<file path="src/rtl/regfile_wb_arbiter.sv">
// regfile_wb_arbiter
//   Shares the regfile's single write/unlock port among NUM_REQ writeback
//   sources (ALU, MUL, DIV, LSU). Grants at most one source per cycle,
//   round-robin, and drives the regfile wr_unlock_en/addr/data inputs.
//
// Parameters
//   NUM_REQ  number of writeback requesters (>= 2)
//   XLEN     data width
//   AW       register address width
//
// Ports
//   clk_i             clock, all state on posedge
//   srst_i            synchronous reset, active-high
//   req_valid_i       per-requester result valid
//   req_addr_i        per-requester destination register
//   req_data_i        per-requester result data
//   req_ready_o       one-hot grant (comb); handshake = valid & ready
//   wr_unlock_en_o    regfile write/unlock enable
//   wr_unlock_addr_o  regfile write/unlock address
//   wr_unlock_data_o  regfile write/unlock data
//   grant_idx_o       index of current grant, 0 if none (comb)
//   collision_o       two valid requesters target the same non-zero reg (comb)
//
// Build option
//   REGFILE_WB_ARB_REG_OUT_EN: register wr_unlock_* (write lands one cycle
//   after the handshake). Undefined: wr_unlock_* are combinational.

module regfile_wb_arbiter #(
    parameter int unsigned NUM_REQ = 4,
    parameter int unsigned XLEN    = 32,
    parameter int unsigned AW      = 5
) (
    input  logic                          clk_i,
    input  logic                          srst_i,
    input  logic [NUM_REQ-1:0]            req_valid_i,
    input  logic [NUM_REQ-1:0][AW-1:0]    req_addr_i,
    input  logic [NUM_REQ-1:0][XLEN-1:0]  req_data_i,
    output logic [NUM_REQ-1:0]            req_ready_o,
    output logic                          wr_unlock_en_o,
    output logic [AW-1:0]                 wr_unlock_addr_o,
    output logic [XLEN-1:0]               wr_unlock_data_o,
    output logic [$clog2(NUM_REQ)-1:0]    grant_idx_o,
    output logic                          collision_o
);

    localparam int unsigned IW = $clog2(NUM_REQ);

    logic [IW-1:0]   r_rr_ptr;
    logic [IW-1:0]   w_ptr_nxt;
    logic [IW-1:0]   w_scan;
    logic [IW-1:0]   w_gidx;
    logic            w_found;
    logic            w_hs;
    logic            w_wr_en;
    logic [AW-1:0]   w_wr_addr;
    logic [XLEN-1:0] w_wr_data;
    logic            w_collision;

    // Round-robin pointer: index that currently has highest priority
    always_ff @(posedge clk_i) begin
        if (srst_i) begin
            r_rr_ptr <= '0;
        end else begin
            r_rr_ptr <= w_ptr_nxt;
        end
    end

    // Scan from r_rr_ptr upward (mod NUM_REQ); first valid requester wins
    always_comb begin
        w_found = 1'b0;
        w_gidx  = '0;
        w_scan  = '0;
        for (int k = 0; k < int'(NUM_REQ); k++) begin
            w_scan = IW'((int'(r_rr_ptr) + k) % int'(NUM_REQ));
            if (!w_found && req_valid_i[w_scan]) begin
                w_found = 1'b1;
                w_gidx  = w_scan;
            end
        end
    end

    // Handshake, pointer advance and write selection
    always_comb begin
        w_hs      = w_found && !srst_i;
        w_ptr_nxt = r_rr_ptr;
        w_wr_en   = 1'b0;
        w_wr_addr = '0;
        w_wr_data = '0;
        if (w_hs) begin
            w_ptr_nxt = (w_gidx == IW'(NUM_REQ - 1)) ? '0 : w_gidx + IW'(1);
            // x0 writes complete the handshake but never reach the regfile
            if (req_addr_i[w_gidx] != '0) begin
                w_wr_en   = 1'b1;
                w_wr_addr = req_addr_i[w_gidx];
                w_wr_data = req_data_i[w_gidx];
            end
        end
    end

    // Diagnostic: any pair of valid requesters aimed at the same non-zero reg
    always_comb begin
        w_collision = 1'b0;
        for (int i = 0; i < int'(NUM_REQ); i++) begin
            for (int j = i + 1; j < int'(NUM_REQ); j++) begin
                if (req_valid_i[i] && req_valid_i[j] &&
                    (req_addr_i[i] != '0) && (req_addr_i[i] == req_addr_i[j])) begin
                    w_collision = 1'b1;
                end
            end
        end
        if (srst_i) begin
            w_collision = 1'b0;
        end
    end

    assign req_ready_o = w_hs ? (NUM_REQ'(1) << w_gidx) : '0;
    assign grant_idx_o = w_hs ? w_gidx : '0;
    assign collision_o = w_collision;

`ifdef REGFILE_WB_ARB_REG_OUT_EN
    logic            r_wr_en;
    logic [AW-1:0]   r_wr_addr;
    logic [XLEN-1:0] r_wr_data;

    // One-cycle write pipeline toward the regfile
    always_ff @(posedge clk_i) begin
        if (srst_i) begin
            r_wr_en   <= 1'b0;
            r_wr_addr <= '0;
            r_wr_data <= '0;
        end else begin
            r_wr_en   <= w_wr_en;
            r_wr_addr <= w_wr_addr;
            r_wr_data <= w_wr_data;
        end
    end

    assign wr_unlock_en_o   = r_wr_en;
    assign wr_unlock_addr_o = r_wr_addr;
    assign wr_unlock_data_o = r_wr_data;
`else
    assign wr_unlock_en_o   = w_wr_en;
    assign wr_unlock_addr_o = w_wr_addr;
    assign wr_unlock_data_o = w_wr_data;
`endif

endmodule

</file>
<file path="config.mk">
export PLATFORM = sky130hd
export DESIGN_NAME = regfile_wb_arbiter
export DESIGN_NICKNAME = d
export VERILOG_FILES = /design/src/rtl/regfile_wb_arbiter.sv
export SDC_FILE = /design/constraint.sdc
export NUM_CORES = 1
export LEC_CHECK = 0
export CAP_MARGIN = 30
export CORE_MARGIN = 2
export CORE_UTILIZATION = 35
export DETAILED_ROUTE_END_ITERATION = 6
export PLACE_DENSITY = 0.88
export SLEW_MARGIN = 5
export SYNTH_ARGS = -nofsm -noshare
export SYNTH_HDL_FRONTEND = slang
export SYNTH_SLANG_ARGS = --single-unit
</file>
<file path="constraint.sdc">
create_clock -name clk_i -period 7.2 [get_ports clk_i]
set_input_delay 1.08 -clock clk_i [delete_from_list [all_inputs] [get_ports clk_i]]
set_output_delay 1.08 -clock clk_i [all_outputs]
set_load 0.01 [all_outputs]
</file>
==> run_results.csv <==
group,metric,value,unit
global_route,grt_pass1_wl,17000,um
critical_path,critPathMaxStageDelay,0.77,ns
placed_design,portBuffers,198,
synthesis,yosys_warnings,0,
synthesis,ys_top_cells_by_area,"nand3_1 17%, mux2_2 16%, o211ai_1 14%",
synthesis,async_flop_share,0,%
clock_network,clk_pin_slew,0.03,ns
cells_and_area,final_layout_size_suffix_gt1_share,10.0,%
cells_and_area,areaGrowthSynthToFinish,90.6,%
critical_path,reg2reg_from,"r_rr_ptr[1]",
timing,grt_setup_unrepaired,"false",
clock_network,cts_setup_buffers,0,
die,initial_core_util,36.0,%
power,powerDensity,131,mW/mm^2
synthesis,syn_nets,516,
die,dieArea,0.00715,sq mm
synthesis,netlist_instances,358,
cells_and_area,mostFrequentLayoutCells,"198 x clkdlybuf4s50_1, 76 x nand3_1, 42 x o211ai_1",
cells_and_area,antenna_cells,0,
critical_path,criticalPathCategory,"primary input to output port",
critical_path,reg2reg_to,"r_rr_ptr[1]",
timing,tightest_slew,0.954,ns
routing,routedWlPerCell,18.4,um
synthesis,ys.flop_type,"dfxtp_1",
synthesis,synth.distinct_cells,39,
min_path,min-delay-start,"r_rr_ptr[0]",
critical_path,critPathSlowestCell,"nor3_4",
critical_path,crit_buf_inv,3,
clock_network,cts_buffers,3,
global_route,grt_pass1_vias,3506,
synthesis,avgSynthCellArea,6.35,sq um
clock_network,clockBufferDepth,2,
cells_and_area,nNetsFinal,688,
global_route,antenna_found_initial,0,
critical_path,reg2reg_slack,4.67,ns
min_path,hp-class,"flip-flop to flip-flop",
flow_run,max_cap_violations,0,
clock_network,cts_resized,0,
routing,first_pass_iters,5,
clock_network,h-tree-depth,1,
min_path,holdPathStages,2,
routing,drt-total-wl,11200,um
clock_network,worstSkewPairLatency,0.20,ns
synthesis,ys_ff_latch,2,
routing,detail-route-antenna-nets,0,
synthesis,synth_area,0.00227,sq mm
critical_path,worstPathArrival,4.75,ns
clock_network,cts.sinks,2,
global_route,grtUsageTotal,28.5,%
global_route,gr-total-overflow,0,
clock_network,ctsHoldBuffers,0,
timing,finalCriticalPeriod,5.83,ns
power,power,0.566,mW
placed_design,dpl.cell_count,602,
routing,drt_iter0_drc,279,
critical_path,critical-path-top-delay-family,"simple AND/OR/NAND/NOR gates",
synthesis,synth_edf_count,0,
min_path,min_to,"r_rr_ptr[0]",
critical_path,end_kind,"output port",
die,die_y,84.6,um
clock_network,cts_root_buffer,"clkbuf_8",
timing,slew_violations,0,
timing,skew,0.000262,ns
synthesis,synth_top_cell_by_area,"nand3_1",
cells_and_area,largest-register,"r_rr_ptr",
timing,relSlewSlack,36.2,%
critical_path,crit_required,6.12,ns
die,ios,199,
cells_and_area,largest_registers,"r_rr_ptr: 2 flops",
die,die_x,84.6,um
timing,finalSetupTns,0,ns
synthesis,yosysSeqAreaShare,1.76,%
routing,drc,0,
power,leakage,1.54,nW
placed_design,dp_slack,1.41,ns
global_route,grt_max_degree,42,
critical_path,rr_worst_depth,7,
critical_path,crit_chain,"clkdlybuf4s50_1, and2_1, and2_1, nor3_4, nand3_1, a22oi_2, buf_4, a21oi_1, clkdlybuf4s50_1",
cells_and_area,instances_no_fill,605,
timing,hold_viol,0,
cells_and_area,post-route-util,68.6,%
cells_and_area,layout_commonest_cell,"clkdlybuf4s50_1",
timing,finalCritPeriodShare,81.0,%
status,outcome,"complete, no violations",
routing,viasPerCell,6.06,
clock_network,cts_tree,"built",
cells_and_area,largest_reg_flops,2,
timing,setup_viol,0,
critical_path,startpoint_type,"primary input",
die,core_area,0.00631,sq mm
placed_design,dp_hpwl,8550,um
power,vdd_ir_drop_max,0.000121,V
critical_path,cp_max_fo,26,
placed_design,routabilityCongestion,0.959,
routing,routed-via-count,3668,
synthesis,synth_top_area_share,16.7,%
die,num_rows,29,
timing,postLayoutSetupSlackWorst,1.37,ns
timing,fmax,171,MHz
[power by group]
| part | total, mW | internal, mW | leakage [nW] | switching [mW] |
|---|---|---|---|---|
| registers | 0.0161 | 0.0132 | 0.0167 | 0.00284 |
| logic | 0.508 | 0.255 | 1.50 | 0.253 |
| clock network | 0.0427 | 0.0352 | 0.0216 | 0.00751 |
| total | 0.566 | 0.303 | 1.54 | 0.263 |
[worst reg2reg max path, cell delays in order (launching register included)]
cell	delay (ns)
dfxtp_1	0.41
mux2i_1	0.21
nor2_1	0.08
nor3_4	0.79
buf_4	0.44
ha_1	0.29
mux2i_1	0.13
nor2_1	0.05
[cells by family after synthesis]
| family | Yosys count | share of synthesized area, % |
|---|---|---|
| AOI/OAI and AO/OA | 133 | 36.5 |
| xor gates and xnor gates | 20 | 7.71 |
| adders and majority gates | 4 | 2.20 |
| buffers and inverters | 52 | 8.81 |
| DFF | 2 | 1.76 |
| muxes | 34 | 16.7 |
| and+or+nand+nor | 113 | 26.3 |
[per-layer routing]
layer / global-route usage, % / vias up / wire length [um]
li1: - / 1710 / -
met2: 51.8 / 245 / 5580
met4: 10.2 / 0 / 431
met5: 0 / - / 0
met3: 4.82 / 42 / 867
met1: 33.3 / 1671 / 4280
[cell usage after synthesis (all sizes together) (4+ instances only)]
cell type / count
clkbuf: 32
nor2: 7
buf: 9
mux2: 32
nor4: 7
and3: 5
o21ai: 39
xnor2: 6
a222oi: 4
o211ai: 42
and2: 6
a21oi: 35
inv: 11
nand3: 76
xor2: 14
ha: 4
[through the flow]
stage	area (sq um)	hold slack, ns
floorplan	2270	0.497
finish	4330	0.540
detailed placement	4290	0.530
global route	4330	0.587
global placement	4290	0.532
CTS	4330	0.535
[final cells by class]
class / instances / area [sq um]
well taps: 77 / 96.3
repair buffers: 208 / 2060
flip-flops and latches: 2 / 40.0
inverters: 11 / 41.3
clock buffers: 3 / 41.3
multi-input cells: 304 / 2050
fillers: 559 / 1980
[how the worst max path moves through the flow]
stage	from	endpoint	slack, ns	depth (start not counted)
after floorplan	req_valid_i[1]	wr_unlock_data_o[0]	3.15	8
after global placement	req_valid_i[0]	wr_unlock_en_o	1.48	9
after detailed placement	req_valid_i[0]	wr_unlock_data_o[12]	1.41	11
after CTS	req_valid_i[0]	wr_unlock_data_o[12]	1.38	11
after global routing	req_valid_i[0]	wr_unlock_data_o[12]	1.08	11
final	req_valid_i[0]	wr_unlock_data_o[4]	1.37	9
Power figures use the tool's default switching activity.
